### src/rtl/noc_alloc_pkg.sv
// -----------------------------------------------------------------------------
// noc_alloc_pkg
// Shared definitions for the wormhole switch allocators.
//   - st_e     : output-allocator state encoding (ST_IDLE / ST_LOCKED)
//   - IN_N_DEF : default number of input ports per switch
//   - CREDITS_DEF : default downstream buffer depth in flits
// Used by wormhole_out_alloc, the switch top and the testbench.
// -----------------------------------------------------------------------------
package noc_alloc_pkg;

    typedef enum logic {
        ST_IDLE   = 1'b0,
        ST_LOCKED = 1'b1
    } st_e;

    localparam int IN_N_DEF    = 5;
    localparam int CREDITS_DEF = 4;

endpackage : noc_alloc_pkg

### src/rtl/wormhole_out_alloc_rr_priority_pick.sv
// -----------------------------------------------------------------------------
// rr_priority_pick
// Combinational rotating-priority picker. Returns the first set bit of req
// found when scanning ptr, ptr+1, ... cyclically modulo N. Also used by the
// input-side VC allocator.
//
// Ports:
//   req   [N-1:0]      request vector
//   ptr   [IDX_W-1:0]  highest-priority index (must be < N)
//   idx   [IDX_W-1:0]  winning index (ptr when nothing is requested)
//   found              at least one request bit is set
// -----------------------------------------------------------------------------
module rr_priority_pick #(
    parameter  int N     = 5,
    localparam int IDX_W = (N > 1) ? $clog2(N) : 1
) (
    input  logic [N-1:0]     req,
    input  logic [IDX_W-1:0] ptr,
    output logic [IDX_W-1:0] idx,
    output logic             found
);

    always_comb begin
        int j;
        // NOTE: every output gets a default before the loop, so no path
        // through this block leaves a signal unassigned (no latch inferred).
        idx   = ptr;
        found = 1'b0;
        j     = 0;
        // Scan from the lowest priority (offset N-1) up to ptr itself; the
        // last hit written is the one closest to ptr, i.e. the winner.
        for (int k = N - 1; k >= 0; k--) begin
            j = int'(ptr) + k;
            if (j >= N) begin
                j = j - N;
            end
            if (req[j]) begin
                idx   = IDX_W'(j);
                found = 1'b1;
            end
        end
    end

endmodule : rr_priority_pick

### src/rtl/wormhole_out_alloc.sv
// -----------------------------------------------------------------------------
// wormhole_out_alloc
// Per-output-port allocator of the wormhole switch. Shares the output among
// IN_N inputs with work-conserving round-robin, holds the grant from head to
// tail flit, and gates every transfer on a downstream credit counter.
//
// Optional feature: define WORMHOLE_OUT_ALLOC_STATS_EN to add the packet and
// credit-stall counters (pkt_cnt_o, stall_cnt_o).
//
// Ports:
//   clk_i          clock
//   rst_i          synchronous reset, active-high
//   req_i   [IN_N] input i presents a flit routed here
//   tail_i  [IN_N] flit presented by input i is a tail
//   credit_i       downstream freed one slot (1-cycle pulse)
//   grant_o        selected input index (crossbar mux select)
//   grant_vld_o    a flit transfers this cycle
//   ack_o   [IN_N] one-hot pop strobe to the granted input
//   credit_cnt_o   current credit count
//   credit_ovf_o   credit arrived with the counter already full
//   pkt_cnt_o      (stats) packets completed, wrapping
//   stall_cnt_o    (stats) cycles blocked on credits, saturating
// -----------------------------------------------------------------------------
module wormhole_out_alloc
    import noc_alloc_pkg::*;
#(
    parameter  int IN_N    = IN_N_DEF,
    parameter  int CREDITS = CREDITS_DEF,
    parameter  int CNT_W   = $clog2(CREDITS + 1),
    localparam int IDX_W   = (IN_N > 1) ? $clog2(IN_N) : 1
) (
    input  logic             clk_i,
    input  logic             rst_i,
    input  logic [IN_N-1:0]  req_i,
    input  logic [IN_N-1:0]  tail_i,
    input  logic             credit_i,
    output logic [IDX_W-1:0] grant_o,
    output logic             grant_vld_o,
    output logic [IN_N-1:0]  ack_o,
    output logic [CNT_W-1:0] credit_cnt_o,
    output logic             credit_ovf_o
`ifdef WORMHOLE_OUT_ALLOC_STATS_EN
    ,
    output logic [15:0]      pkt_cnt_o,
    output logic [15:0]      stall_cnt_o
`endif
);

    localparam logic [CNT_W-1:0] CNT_FULL = CNT_W'(CREDITS);

    st_e              st_q, st_d;
    logic [IDX_W-1:0] owner_q, owner_d;
    logic [IDX_W-1:0] ptr_q, ptr_d;
    logic [CNT_W-1:0] cnt_q, cnt_d;

    logic [IDX_W-1:0] rr_idx;
    logic             rr_found;
    logic [IDX_W-1:0] cand_idx;
    logic             cand_vld;
    logic             xfer;
    logic             cand_tail;

    rr_priority_pick #(
        .N (IN_N)
    ) u_pick (
        .req   (req_i),
        .ptr   (ptr_q),
        .idx   (rr_idx),
        .found (rr_found)
    );

    // Candidate selection: round-robin when idle, owner only while locked.
    always_comb begin
        cand_idx = ptr_q;
        cand_vld = 1'b0;
        if (st_q == ST_LOCKED) begin
            cand_vld = req_i[owner_q];
            if (req_i[owner_q]) begin
                cand_idx = owner_q;
            end
        end else begin
            cand_vld = rr_found;
            cand_idx = rr_idx;
        end
    end

    assign cand_tail = tail_i[cand_idx];
    assign xfer      = cand_vld && (cnt_q != '0) && !rst_i;

    assign grant_o      = rst_i ? '0 : cand_idx;
    assign grant_vld_o  = xfer;
    assign ack_o        = xfer ? (IN_N'(1) << cand_idx) : '0;
    assign credit_cnt_o = rst_i ? CNT_FULL : cnt_q;
    // A credit coinciding with a transfer is absorbed, so it cannot overflow.
    assign credit_ovf_o = credit_i && !xfer && (cnt_q == CNT_FULL) && !rst_i;

    // Next-state logic.
    always_comb begin
        st_d    = st_q;
        owner_d = owner_q;
        ptr_d   = ptr_q;
        cnt_d   = cnt_q;

        if (xfer && !credit_i) begin
            cnt_d = cnt_q - CNT_W'(1);
        end else if (credit_i && !xfer && (cnt_q != CNT_FULL)) begin
            cnt_d = cnt_q + CNT_W'(1);
        end

        if (xfer) begin
            if (st_q == ST_IDLE) begin
                ptr_d = (cand_idx == IDX_W'(IN_N - 1)) ? '0 : cand_idx + IDX_W'(1);
                if (!cand_tail) begin
                    st_d    = ST_LOCKED;
                    owner_d = cand_idx;
                end
            end else if (cand_tail) begin
                st_d = ST_IDLE;
            end
        end
    end

    always_ff @(posedge clk_i) begin
        // NOTE: reset is synchronous and covers every state flop; a reset
        // mid-packet simply abandons the packet.
        if (rst_i) begin
            st_q    <= ST_IDLE;
            owner_q <= '0;
            ptr_q   <= '0;
            cnt_q   <= CNT_FULL;
        end else begin
            // NOTE: non-blocking assignments for all state so every flop
            // samples the pre-edge values regardless of statement order.
            st_q    <= st_d;
            owner_q <= owner_d;
            ptr_q   <= ptr_d;
            cnt_q   <= cnt_d;
        end
    end

`ifdef WORMHOLE_OUT_ALLOC_STATS_EN
    logic [15:0] pkt_cnt_q, stall_cnt_q;
    logic        stall;

    assign stall = cand_vld && (cnt_q == '0) && !rst_i;

    always_ff @(posedge clk_i) begin
        if (rst_i) begin
            pkt_cnt_q   <= '0;
            stall_cnt_q <= '0;
        end else begin
            if (xfer && cand_tail) begin
                pkt_cnt_q <= pkt_cnt_q + 16'd1;
            end
            if (stall && (stall_cnt_q != 16'hFFFF)) begin
                stall_cnt_q <= stall_cnt_q + 16'd1;
            end
        end
    end

    assign pkt_cnt_o   = pkt_cnt_q;
    assign stall_cnt_o = stall_cnt_q;
`endif

endmodule : wormhole_out_alloc

### config.mk
export PLATFORM = sky130hd
export DESIGN_NAME = wormhole_out_alloc
export DESIGN_NICKNAME = d
export VERILOG_FILES = /design/src/rtl/noc_alloc_pkg.sv /design/src/rtl/wormhole_out_alloc_rr_priority_pick.sv /design/src/rtl/wormhole_out_alloc.sv
export SDC_FILE = /design/constraint.sdc
export NUM_CORES = 1
export LEC_CHECK = 0
export CAP_MARGIN = 20
export CORE_MARGIN = 1
export CORE_UTILIZATION = 40
export CTS_CLUSTER_DIAMETER = 80
export DETAILED_ROUTE_END_ITERATION = 7
export GPL_TIMING_DRIVEN = 1
export PLACE_DENSITY = 0.67
export SLEW_MARGIN = 0
export SYNTH_ARGS = -nofsm -noshare
export SYNTH_HDL_FRONTEND = slang
export SYNTH_SLANG_ARGS = --single-unit
### constraint.sdc
create_clock -name clk_i -period 7.36 [get_ports clk_i]
set_input_delay 0.736 -clock clk_i [delete_from_list [all_inputs] [get_ports clk_i]]
set_output_delay 0.736 -clock clk_i [all_outputs]
set_load 0.005 [all_outputs]
==> results.toml <==
[run_status]
status = "completed"

[sta]
rsz0062_at_grt = "no"
slew_headroom_pct = 36.8
post-route-period-util_pct = 73.8
skew_ns = 0.00333
finalCriticalPeriod_ns = 5.43
tns_ns = 0
fmax_mhz = 184
tightest_slew_ns = 0.936
final_max_slew_viol_count = 0
finalHoldViolations = 0
setup_viol_count_final = 0

[clocking]
clkTransAtPathRegs_ns = 0.05
cts_setup_buffers = 0
cts_tree = "built"
cts_resized = 0
cts_buffers = 3
postCtsHoldBufs = 0
root_buffer = "clkbuf_8"
clockBufferDepth = 2
cts-htree-levels = 1
worst_skew_pair.late_latency_ns = 0.24
clock_sinks = 10

[synth]
synth_top_area_share_pct = 10.1
synth_warnings = 0
synth_nets = 285
synth_area_um2 = 1980
ys.flop_type = "dfxtp_1"
yosysUniqueCellTypes = 70
yosys-top-cells-area = "dfxtp_1 10%, ha_1 10%, mux4_2 5.7%"
yosysTopAreaCell = "dfxtp_1"
synthArstFlopShare_pct = 0
yosysSeqAreaShare_pct = 10.1
ys_ff_latch = 10
synthCells = 254
synth_edf_count = 0
syn_avg_cell_area_um2 = 7.80

[grt]
grt_max_degree = 33
grt_pass1_wl_um = 8240
grt_usage_pct = 19.4
antenna_found_initial = 0
grt_pass1_vias = 1769
grt_overflow = 0

[setup_path]
cp_max_fo = 17
crit_type = "reg -> out"
end_kind = "output port"
crit_required_ns = 6.62
start_kind = "register"
cp.arrival_ns = 4.70

[floorplanning]
die_w_um = 72.4
die_area_um2 = 5240
core-area_um2 = 4750
initial_core_util_pct = 41.7
die_h_um = 72.4
num_rows = 25
ios = 26

[placement]
hpwl_um = 3810
gp_congestion = 0.895
port_buffers = 25

[routing]
wire_per_inst_um = 14.9
ant_nets = 0
dr.pass1.iters = 4
drcViolationCount = 0
drt_first_iter_violations = 144
totalWireLength_um = 5010
vias_per_cell = 5.88
num_vias = 1969

[finish]
finish.utilization_pct = 48.0
drive_above_1_share_pct = 12.7
most-common-layout-cells = "25 x clkdlybuf4s50_1, 24 x nor2_1, 23 x nand2_1, 19 x inv_1, 16 x ha_1"
ff_latch_area_um2 = 200
diodes = 0
mostFrequentLayoutCell = "clkdlybuf4s50_1"
num-nets-final = 300
multi_input_area_um2 = 1610
fillCellCount = 482
area_growth_syn_to_layout_pct = 15.2

[pwr]
peakVddDrop_v = 0.000273
pwr_density_cell_nw_per_um2 = 548
leakage_nw = 0.885

[min_path]
hold_path.class = "reg -> reg"

[run]
drv_cap = 0
[area by class of cell]
cell class                      count  area share, %
Inverter                           21           3.45
Clock buffer                        4           2.41
Tap cell                           67           3.67
Multi-Input combinational cell    207           70.4
Timing Repair Buffer               26           11.3
Sequential cell                    10           8.77
[path summary, 6_finish.rpt]
kind | startpoint | to | slack, ns | cells past startpoint
max | ptr_q[1] | ack_o[4] | 1.93 | 15
max reg2reg | ptr_q[1] | cnt_q[2] | 2.59 | 12
min | owner_q[2] | owner_q[2] | 0.50 | 2
min reg2reg | owner_q[2] | owner_q[2] | 0.50 | 2
[synthesized netlist by cell type, types with 4 or more instances]
cell and n:
nor2_1 24, nand2b_1 7, dfxtp_1 10, o21ai_0 11, o211ai_1 4, buf_2 5
ha_1 16, nor3_1 5, inv_1 19, a21oi_1 10, nand3_1 7, clkbuf_1 6
nand2_1 23, and3_1 7, mux4_2 5, xnor2_1 4, mux2i_1 8, a31oi_1 5
[kinds of logic (layout without fill, tap and decap cells)]
| kind of cell | Yosys count | count (layout) | share of synthesized area, % |
|---|---|---|---|
| adders and majority gates | 18 | 18 | 12.1 |
| and+or+nand+nor | 95 | 95 | 26.1 |
| muxes | 20 | 20 | 14.1 |
| xor gates and xnor gates | 4 | 4 | 1.77 |
| buffers and inverters | 37 | 51 | 8.84 |
| AOI/OAI and AO/OA | 70 | 70 | 27.0 |
| DFF | 10 | 10 | 10.1 |
[layer usage]
metal  wire length (um)  track usage (%)
met1               2310             26.8
met2               2400             32.9
met3                246            0.972
met4                 48             5.23
met5                  0                0
[report_power, final]
| group | switching (mW) | internal (mW) | total, mW |
|---|---|---|---|
| clock network | 0.0235 | 0.0472 | 0.0707 |
| logic | 0.587 | 0.482 | 1.07 |
| registers | 0.0374 | 0.0754 | 0.113 |
| total | 0.647 | 0.604 | 1.25 |
[flip-flops by register name (all words and copies together), names as in the netlist]
register / flops
cnt_q: 3
owner_q: 3
ptr_q: 3
st_q: 1
[critical path, stage by stage, from the launching register on]
cell             delay (ns)
dfxtp_1                0.61
inv_1                  0.23
ha_1                   0.58
inv_2                  0.22
nor2_1                 0.07
a21oi_1                0.38
mux2_2                 0.39
a31o_2                 0.27
a211oi_2               0.22
a31oi_4                0.20
inv_1                  0.17
ha_1                   0.17
inv_1                  0.05
or2_2                  0.30
nor2_1                 0.10
clkdlybuf4s50_1        0.51
[through the flow]
step / power (mW) / instance area, um^2 / worst slack (ns) / hold slack (ns) / cells
floorplan: 0.946 / 1980 / 3.10 / 0.456 / 254
finish: 1.25 / 2280 / 1.93 / 0.502 / 335
detailed placement: 1.17 / 2230 / 2.19 / 0.491 / 331
global placement: 1.17 / 2230 / 2.18 / 0.475 / 331
global route: 1.37 / 2280 / 1.66 / 0.546 / 335
CTS: 1.25 / 2280 / 1.93 / 0.497 / 335
Note: power is estimated with default switching activity, not from simulation.
==> patch: new RTL, same flow settings <==
Set the package constant `CREDITS_DEF` to 16 (it was 4).
--- a/src/rtl/noc_alloc_pkg.sv
+++ b/src/rtl/noc_alloc_pkg.sv
@@ -14,7 +14,7 @@
     } st_e;
 
     localparam int IN_N_DEF    = 5;
-    localparam int CREDITS_DEF = 4;
+    localparam int CREDITS_DEF = 16;
 
 endpackage : noc_alloc_pkg
 
Ports: changed (resized credit_cnt_o); port bits go from 26 to 28. No check against the original RTL was run, so the function may have changed too.
==> patch against the unedited design <==
- area after synthesis is 26% higher
- sequential cell count is 2 higher
- final cell count is 21% higher
- wire length is 37% higher
- final area up 22%
- utilization fell by 1.3 points
- setup slack better by 0.13 ns
- critical path type unchanged
Power is not shown: default switching activity piles up to over one toggle a cycle in this logic, so the estimate is an artifact.
==> patch: results (changes against the unedited design) <==
Run status
The flow ran to the end, and the final reports show no timing, DRC or antenna violations.

Setup path
The stage delay of the slowest cell on the critical path was 0.71 ns (+0.10 ns). The data arrival time of the worst path is 4.56 ns (-0.14 ns). Among all stages on the critical path, the largest delay is contributed by ha_1. The maximum fanout count along the critical path is 17 (unchanged).

The setup slack of the most critical reg-to-reg path was 2.27 ns (-0.32 ns). The cell class contributing the biggest share of worst-path delay is adder cells.

Layout
The fraction of final layout cells sized beyond drive strength 1 is 11.9% (-0.83 points). The number of fill cells in the layout came to 579 (+20%). The number of nets in the finished design is 364 (+21%).

In the final layout, the registers with the most flip-flops are cnt_q x5, owner_q x3, ptr_q x3.

Synthesis
The number of distinct library cells after synthesis was 88 (+26%). The synthesized netlist net count is 350 (+23%). The post-synthesis average cell area is 7.88 um2 (+0.98%). Sorting the synthesized cells by how often they occur yields nor2_1, ha_1, inv_1, nand2_1, a21oi_1.

By area the synthesized netlist is led by dfxtp_1, ha_1, mux2i_1. The proportion of synthesized chip area in sequential cells is 9.65% (-0.45 points).

Placement
The placed wire-length estimate is 5150 um (+35%). The global placer's final weighted congestion is 0.955 (+6.6%). The count of input and output buffers came to 27 (+8.0%). The worst slack at placement is 2.37 ns (+0.179 ns). The cell total after placement is 400 (+21%).

Route
The wire length per cell was 16.9 um (+13%). The violation count after the first detailed-routing iteration is 213 (+48%). The number of vias after detailed routing came to 2495 (+27%). The length of the first detailed-routing pass in iterations was 5 (+1). The sum of routed wire length over all layers was 6830 um (+37%).

Timing
The maximum clock skew at final layout was 0.00403 ns (+0.000709 ns). The final critical path time including I/O delays and setup is 5.30 ns (-0.135 ns). The max-slew headroom at the worst pin is 45.9% (+9.1 points).

Clocking
The setup fix buffers added after clock tree synthesis is 0 (unchanged). The clock-pin transition on the worst setup and hold timing paths is 0.06 ns.

Global routing
The via count of the first global-routing pass came to 2374 (+34%). The first-pass GRT wire length is 11100 um (+35%). The total routing usage reported by global routing is 21.7% (+2.3 points).
## patch: path summary, 6_finish.rpt
check            from        to  cells past startpoint
max          ptr_q[1]  ack_o[4]                     12
min          cnt_q[3]  cnt_q[3]                      2
max reg2reg  ptr_q[1]  cnt_q[4]                     15
min reg2reg  cnt_q[3]  cnt_q[3]                      2
## patch: cell families after synthesis
group | share of synthesized area, %
simple gates | 29.0
compound gates | 31.5
buf+inv | 8.64
fa+ha+maj | 11.2
mux | 7.99
flops | 9.65
xor+xnor | 2.11
## patch: per-layer routing
| layer | GRT usage, % | up-vias | part of all wire (%) |
|---|---|---|---|
| li1 | - | 1208 | - |
| met2 | 34.2 | 108 | 45 |
| met1 | 29.2 | 1156 | 44 |
| met4 | 8.04 | 0 | 2.7 |
| met3 | 3.71 | 23 | 7.4 |
| met5 | 0 | - | 0 |
## patch: cell type report
type                       instances  share of cell area (%)
inverter                          19                    2.57
timing repair buffer              29                    10.3
sequential                        12                    8.64
multi-input combinational        265                    73.2
tap                               75                    3.38
clock buffer                       4                    1.98
## patch: metrics by stage
step / area, um2 / util [%] / hold slack (ns)
after floorplan: 2490 / - / 0.469
after global placement: 2730 / 45.8 / 0.517
after detailed placement: 2730 / 45.8 / 0.520
after CTS: 2780 / 46.7 / 0.526
after global routing: 2780 / 46.7 / 0.549
final: 2780 / 46.7 / 0.525
## patch: worst min-delay path, stage by stage (launching register included)
cell	delay, ns
dfxtp_1	0.34
nand3_1	0.08
a21oi_1	0.06
